[src/rtl/alu_pkg.sv]
// Shared ALU definitions: control opcodes, datapath width and divider FSM states.
package alu_pkg;

  localparam int unsigned WIDTH = 32;

  localparam logic [2:0] MUL  = 3'b100;
  localparam logic [2:0] DIVU = 3'b101;

  typedef enum logic [1:0] {
    IDLE = 2'd0,
    CALC = 2'd1,
    DONE = 2'd2
  } div_state_e;

endpackage

[src/rtl/div_step.sv]
// One restoring shift-subtract step on the packed {R,Q} register against divisor D.
module div_step #(
  parameter int unsigned Width = 32
) (
  input  logic [2*Width-1:0] rq_i,
  input  logic [Width-1:0]   d_i,
  output logic [2*Width-1:0] rq_o
);

  logic [2*Width-1:0] shifted;
  logic [Width:0]     trial;

  always_comb begin
    shifted = rq_i << 1;
    // The extra top bit is a borrow flag: set means the partial remainder was smaller than D.
    trial   = {1'b0, shifted[2*Width-1:Width]} - {1'b0, d_i};
    if (!trial[Width]) begin
      rq_o = {trial[Width-1:0], shifted[Width-1:1], 1'b1};
    end else begin
      rq_o = {shifted[2*Width-1:Width], shifted[Width-1:1], 1'b0};
    end
  end

endmodule

[src/rtl/divider.sv]
// Sequential unsigned divider: one restoring step per clock, result as {remainder, quotient}.
module divider #(
  parameter int unsigned WIDTH = 32
) (
  input  logic               clk,
  input  logic               rst,
  input  logic [2:0]         signal,
  input  logic               start,
  input  logic [WIDTH-1:0]   dataA,
  input  logic [WIDTH-1:0]   dataB,
  output logic [2*WIDTH-1:0] dataOut,
  output logic               busy,
  output logic               done,
  output logic               div_by_zero
);
  import alu_pkg::*;

  localparam int unsigned CntW = $clog2(WIDTH);
  localparam logic [CntW-1:0] CntLast = CntW'(WIDTH - 1);

  div_state_e         state_q;
  logic [CntW-1:0]    cnt_q;
  logic [2*WIDTH-1:0] rq_q;
  logic [2*WIDTH-1:0] rq_next;
  logic [WIDTH-1:0]   d_q;
  logic [2*WIDTH-1:0] data_out_q;
  logic               busy_q;
  logic               done_q;
  logic               dbz_q;

  div_step #(
    .Width (WIDTH)
  ) u_div_step (
    .rq_i (rq_q),
    .d_i  (d_q),
    .rq_o (rq_next)
  );

  always_ff @(posedge clk or negedge rst) begin
    if (!rst) begin
      state_q    <= IDLE;
      cnt_q      <= '0;
      rq_q       <= '0;
      d_q        <= '0;
      data_out_q <= '0;
      busy_q     <= 1'b0;
      done_q     <= 1'b0;
      dbz_q      <= 1'b0;
    end else begin
      unique case (state_q)
        IDLE: begin
          if (start && (signal == DIVU)) begin
            d_q    <= dataB;
            rq_q   <= {{WIDTH{1'b0}}, dataA};
            cnt_q  <= '0;
            busy_q <= 1'b1;
            dbz_q  <= (dataB == '0);
            // A zero divisor bypasses iteration and reports a saturated quotient.
            if (dataB == '0) begin
              data_out_q <= {dataA, {WIDTH{1'b1}}};
              done_q     <= 1'b1;
              state_q    <= DONE;
            end else begin
              state_q <= CALC;
            end
          end
        end
        CALC: begin
          rq_q  <= rq_next;
          cnt_q <= cnt_q + 1'b1;
          if (cnt_q == CntLast) begin
            data_out_q <= rq_next;
            done_q     <= 1'b1;
            state_q    <= DONE;
          end
        end
        DONE: begin
          done_q  <= 1'b0;
          busy_q  <= 1'b0;
          state_q <= IDLE;
        end
        default: state_q <= IDLE;
      endcase
    end
  end

  assign dataOut     = data_out_q;
  assign busy        = busy_q;
  assign done        = done_q;
  assign div_by_zero = dbz_q;

endmodule

[config.mk]
export PLATFORM = sky130hd
export DESIGN_NAME = divider
export DESIGN_NICKNAME = d
export VERILOG_FILES = /design/src/rtl/alu_pkg.sv /design/src/rtl/div_step.sv /design/src/rtl/divider.sv
export SDC_FILE = /design/constraint.sdc
export NUM_CORES = 1
export LEC_CHECK = 0
export CELL_PAD_IN_SITES_DETAIL_PLACEMENT = 2
export CELL_PAD_IN_SITES_GLOBAL_PLACEMENT = 2
export CORE_MARGIN = 5
export CORE_UTILIZATION = 35
export DETAILED_ROUTE_END_ITERATION = 7
export PLACE_DENSITY = 0.82
export SLEW_MARGIN = 20
export SYNTH_ARGS = -nofsm -noshare
export SYNTH_HDL_FRONTEND = slang
export SYNTH_SLANG_ARGS = --single-unit
[constraint.sdc]
create_clock -name clk -period 6.2 [get_ports clk]
set_input_delay 1.24 -clock clk [delete_from_list [all_inputs] [get_ports clk]]
set_output_delay 1.24 -clock clk [all_outputs]
set_load 0.03 [all_outputs]
==> flow_summary.json <==
{
  "outcome": "complete, no violations",
  "cts_buffers": 17,
  "antennaDiodeCount": 0,
  "setup.reg_to_reg.worst_slack_ns": 2.03,
  "routed_via_density": 5.429,
  "max-vdd-ir-drop_v": 0.0003059,
  "timing.final.setup_violations": 0,
  "endpoint_kind": "flip-flop",
  "number_of_library_cell_types_mapped_by_synthesis": 57,
  "syn-instance-count": 1021,
  "nNetsFinal": 1225,
  "io_pins": 137,
  "startpoint_type": "flip-flop",
  "post-dp-hpwl_um": 21770,
  "total_via_count_in_the_routed_design": 7937,
  "layout_worst_path_cycle_share_pct": 67.29,
  "clkSlewWorstSetupHoldPaths_ns": 0.07,
  "crit_end": "rq_q[43]",
  "coreArea_mm2": 0.02518,
  "highest_clock_rate_ghz": 0.2397,
  "drt_iter0_markers": 354,
  "slowest_stage": "sky130_fd_sc_hd__o41a_1",
  "clock_sinks": 169,
  "detail_route.drc_violations": 0,
  "slowest_delay_ns": 0.50,
  "r2r_end": "rq_q[43]",
  "synth_fp_nets": 1127,
  "htree_num_levels": 4,
  "fin_crit_ns": 4.172,
  "reg2reg_from": "rq_q[31]",
  "worstPathRequired_ns": 6.48,
  "die_area_mm2": 0.02880,
  "ctsLongestPathBuffers": 2,
  "layout-area-overhead-vs-synth_pct": 24.57,
  "power_per_cell_area_mw_per_mm2": 668.9,
  "netSwitchingFraction_pct": 48.33,
  "cts.root.buffer_cell": "sky130_fd_sc_hd__clkbuf_16",
  "routed_wirelength_um": 30390,
  "first_pass_grt_wire_length_um": 48500,
  "route.detailed.wl_per_inst_um": 20.78,
  "ys_ff_latch": 169,
  "placed_cells_incl_taps": 1429,
  "power_leakage_nw": 4.885,
  "clkPwrFrac_pct": 14.0,
  "cts_setup_buffers": 0,
  "rsz0062_at_grt": "no",
  "fillers": 2740,
  "gpl.final_weighted_congestion": 0.7935,
  "globalRoute.totalOverflow": 0,
  "syn_warnings": 0,
  "global_route.usage.total_pct": 21.04,
  "worst_slew_pin_slew_ns": 1.037,
  "mostFrequentLayoutCell": "sky130_fd_sc_hd__nand2_1",
  "synth-main-ff-cell": "sky130_fd_sc_hd__dfrtp_1",
  "timing.critical_path.arrival_ns": 4.45,
  "power_switching_w": 0.003594,
  "asyncSetResetFlopFracSynth_pct": 100.0,
  "final_cell_count_no_fill": 1462,
  "timing.final.ws_setup_ns": 2.028,
  "crit_path_max_fanout": 18,
  "port_buffer_count": 136,
  "postSynthAreaPerCell_um2": 8.742,
  "worstPathCellList": "inv_1, ha_1, fa_1, nor2b_1, o31ai_1, a31oi_2, a21boi_2, o41a_1, o31a_1, a21oi_4, buf_16, mux2i_1, o21ai_0",
  "p_comb_share_pct": 59.8,
  "number_of_buffers_added_to_fix_hold_violations_after_cts": 0,
  "clock_latency_at_the_later_pin_of_the_worst_skew_pair_ns": 0.43,
  "startpoint": "rq_q[31]",
  "mappedNetlistArea_mm2": 0.008926,
  "drive_gt1_share_pct": 4.770,
  "antenna_found_initial": 0,
  "clock_skew_ns": 0.01102,
  "synth_edf_count": 0,
  "fin_hold_viols": 0,
  "die_h_um": 169.7,
  "total_negative_slack_ns": 0,
  "maxCapViolations": 0,
  "drt.antenna.violating_nets": 0,
  "drv_slew": 0,
  "worstSetupPathType": "flip-flop to flip-flop",
  "postCtsResizedCells": 0,
  "first_global_vias": 8722,
  "hp-class": "flip-flop to flip-flop",
  "reg2regPathDepth": 13,
  "starting_density_pct": 35.45,
  "tritoncts": "done",
  "total_power_w": 0.007437,
  "mostFrequentLayoutCells": "178 x sky130_fd_sc_hd__nand2_1, 169 x sky130_fd_sc_hd__dfrtp_1, 142 x sky130_fd_sc_hd__o21ai_0, 135 x sky130_fd_sc_hd__clkdlybuf4s50_1, 65 x sky130_fd_sc_hd__a21oi_1",
  "grt_max_degree": 102,
  "max_slew_margin_pct": 30.90,
  "intPower_w": 0.003843,
  "std_cell_rows": 58,
  "share_seq_of_total_power_pct": 26.2,
  "synth-seq-area-share_pct": 47.38,
  "drt_pre_antenna_iters": 4,
  "placement.setup.worst_slack_ns": 1.568,
  "die_x_um": 169.7
}
## kinds of logic after synthesis
family                     Yosys count  synth area share, %
AOI/OAI and AO/OA                  303                19.44
xor gates and xnor gates            29                2.846
adders and majority gates           36                5.130
buffers and inverters              108                4.654
DFF                                169                47.38
muxes                               27                3.056
and+or+nand+nor                    349                17.49
## how the worst min path moves through the flow
stage / to / startpoint / cells after the start / slack [ns]
6_report: dataOut[6] / dataOut[6] / 2 / 0.48
5_1_grt: dataOut[28] / dataOut[28] / 2 / 0.51
4_1_cts: dataOut[27] / dataOut[27] / 2 / 0.49
3_5_place_dp: dataOut[27] / dataOut[27] / 2 / 0.47
3_3_place_gp: dataOut[17] / dataOut[17] / 2 / 0.46
2_1_floorplan: d_q[0] / d_q[0] / 2 / 0.48
## state kept, by name, indices dropped and copies added (netlist names)
register,count
busy,1
cnt_q,5
d_q,32
dataOut,64
div_by_zero,1
done,1
rq_q,63
state_q,2
## worst max-delay path, delay by kind of cell (launching register included)
| kind | cells | cell delay, ns |
|---|---|---|
| buf+inv | 2 | 0.34 |
| mux | 1 | 0.39 |
| flops | 1 | 0.39 |
| fa+ha+maj | 2 | 0.63 |
| simple gates | 1 | 0.21 |
| compound gates | 7 | 2.05 |
## metrics by stage
step                      util [%]  cell area (um2)  hold slack, ns
after floorplan                  -             8926          0.4759
after global placement       41.83            10530          0.4607
after detailed placement     41.83            10530          0.4726
after CTS                    44.04            11090          0.4899
after global routing         44.16            11120          0.5113
final                        44.16            11120          0.4809
## power groups by stage
| stage | clock [W] | combinational [W] | sequential, W |
|---|---|---|---|
| 3_5_place_dp | 0 | 0.00435 | 0.00196 |
| 2_1_floorplan | 0 | 0.00260 | 0.00221 |
| 4_1_cts | 0.00106 | 0.00442 | 0.00195 |
| 3_3_place_gp | 0 | 0.00417 | 0.00193 |
| 5_1_grt | 0.00111 | 0.00487 | 0.00201 |
| 6_report | 0.00104 | 0.00445 | 0.00195 |
## cell usage after synthesis, drive strengths merged (9+ instances only)
master,number,area (um2)
a31oi,43,275.3
xor2,9,78.83
and3,28,175.2
nand3,32,160.2
xnor2,20,175.2
ha,35,437.9
clkbuf,58,219.0
nand2,181,679.4
nand4,9,56.30
a21oi,67,339.1
a21o,14,105.1
mux2i,25,250.2
nor3,9,45.04
dfrtp,169,4229
nor2,55,206.5
inv,42,157.7
o21ai,143,715.7
## layout make-up
| class | instances | area (um2) | share of cell area (%) |
|---|---|---|---|
| Sequential cell | 169 | 4229 | 38.03 |
| Timing Repair Buffer | 145 | 1450 | 13.04 |
| Clock buffer | 18 | 429.2 | 3.860 |
| Clock inverter | 14 | 127.6 | 1.148 |
| Inverter | 42 | 157.7 | 1.418 |
| Multi-Input combinational cell | 744 | 4313 | 38.79 |
| Tap cell | 330 | 412.9 | 3.713 |
## routing by layer
metal	up-vias	GRT usage, %	part of all wire, %
met5	-	0	0
met4	0	5.740	1.5
met3	28	2.516	3.4
met2	144	35.75	49
met1	3992	28.48	47
li1	3773	-	-
(Power assumes the default switching activity.)
==> RTL change (same settings) <==
`WIDTH` is set to 32 in 2 places; all go to 64.
--- a/src/rtl/alu_pkg.sv
+++ b/src/rtl/alu_pkg.sv
@@ -1,7 +1,7 @@
 // Shared ALU definitions: control opcodes, datapath width and divider FSM states.
 package alu_pkg;
 
-  localparam int unsigned WIDTH = 32;
+  localparam int unsigned WIDTH = 64;
 
   localparam logic [2:0] MUL  = 3'b100;
   localparam logic [2:0] DIVU = 3'b101;
--- a/src/rtl/divider.sv
+++ b/src/rtl/divider.sv
@@ -1,6 +1,6 @@
 // Sequential unsigned divider: one restoring step per clock, result as {remainder, quotient}.
 module divider #(
-  parameter int unsigned WIDTH = 32
+  parameter int unsigned WIDTH = 64
 ) (
   input  logic               clk,
   input  logic               rst,
Ports: changed (resized dataA, dataB and dataOut); port bits go from 137 to 265. No check against the original RTL was run, so the function may have changed too.
==> RTL change against the unedited design <==
- power grew 89%
- critical endpoint is now dataOut[83]$_DFFE_PN0P_
- sequential power is 93% higher
- largest power group unchanged
- area after synthesis is 100% higher
- routed wire length grew 150%
- fmax down 10%
- worst setup slack got worse by 0.46 ns
- design area rose by 100%
- clock skew increased by 0.014 ns
- global-route usage is 4.8 points higher
- non-clock buffer count increased by 139
- first-iteration DRC count grew to 3.2 times the old value
- sequential cell count up 161
==> RTL change: results <==
export IMPL_synth_fp_nets=2322
export IMPL_avgViaCountPerCell=5.676
export IMPL_worst_hold_startpoint="dataOut[88]$_DFFE_PN0P_"
export IMPL_power_share_clock_pct=16.9
export IMPL_gp_congestion=0.9244
export IMPL_crit_path_top_delay_cell="nand2_2"
export IMPL_use_met2_pct=41.69
export IMPL_clock_power_mw=2.38
export IMPL_cts_bufs_inserted=39
export IMPL_post_dp_hpwl_mm=55.62
export IMPL_portBuffers=264
export IMPL_wl_met3_mm=3.505
export IMPL_max_vdd_ir_drop_v=0.0002248
export IMPL_worst_r2r_setup_slack_ns=1.56
export IMPL_ys_seq_area_share_pct=45.76
export IMPL_worst_hold_path_num_cells=1
export IMPL_arrival_time_at_the_worst_endpoint_ns=5.11
export IMPL_cpPeakStageDelay_ns=0.69
export IMPL_drt_wl_total_mm=74.76
export IMPL_worst_rel_slew_slack_pct=27.71
export IMPL_critPathTopFamily="simple AND/OR/NAND/NOR gates"
export IMPL_cts_max_level=2
export IMPL_antenna_found_initial=10
export IMPL_grt_first_pass_wirelength_mm=114.5
export IMPL_crit_path_max_fanout=28
export IMPL_syn_area_per_cell_um2=8.508
export IMPL_ys_top_cells_by_count="407 x nand2_1, 330 x dfrtp_1, 305 x o21ai_0, 161 x a21oi_1, 122 x nor2_1"
export IMPL_switching_power_mw=6.806
export IMPL_endpoint_of_the_most_critical_register_to_register_path="dataOut[83]$_DFFE_PN0P_"
export IMPL_placedCellCount=2947
export IMPL_worst_r2r_cell_count=14
export IMPL_grt_use_met1_pct=35.48
export IMPL_num_fill_cells=5548
export IMPL_fin_skew_ns=0.02497
export IMPL_run_status="finished, final reports clean"
export IMPL_top_signal_layer_used="met5"
export IMPL_synthDistinctLibCells=72
export IMPL_place_ws_ns=1.082
export IMPL_final_nets=2509
export IMPL_grt_use_total_pct=25.83
export IMPL_routedLengthMet1_mm=34.13
export IMPL_dr_first_iter_drc_count=1134
export IMPL_ys_top_cells_by_area="dfrtp_1 46%, nand2_1 8.5%, o21ai_0 8.5%, ha_1 4.6%, a21oi_1 4.5%"
export IMPL_grt_start_max_net_pins=197
-- RTL change: cell count changes after synthesis, moves of 59 or more --
cell / delta
a21o_1: +59
a21oi_1: +95
clkbuf_1: +64
dfrtp_1: +161
nand2_1: +226
nor2_1: +67
o21ai_0: +163
-- RTL change: cell type report --
cell class	count	area share, %
Clock inverter	12	0.5822
Clock buffer	57	5.289
Inverter	84	1.397
Sequential cell	330	36.59
Multi-Input combinational cell	1569	39.81
Antenna cell	4	0.04436
Tap cell	680	3.770
Timing Repair Buffer	284	12.51
-- RTL change: cell families (layout without fill, tap and decap cells) --
kind of cell | after synthesis | after routing | share of synthesized area [%]
AOI/OAI and AO/OA | 717 | 717 | 23.24
muxes | 38 | 38 | 2.122
other | 0 | 4 | 0
xor gates and xnor gates | 54 | 54 | 2.621
adders and majority gates | 67 | 67 | 4.687
buffers and inverters | 222 | 437 | 4.833
DFF | 330 | 330 | 45.76
and+or+nand+nor | 693 | 693 | 16.74
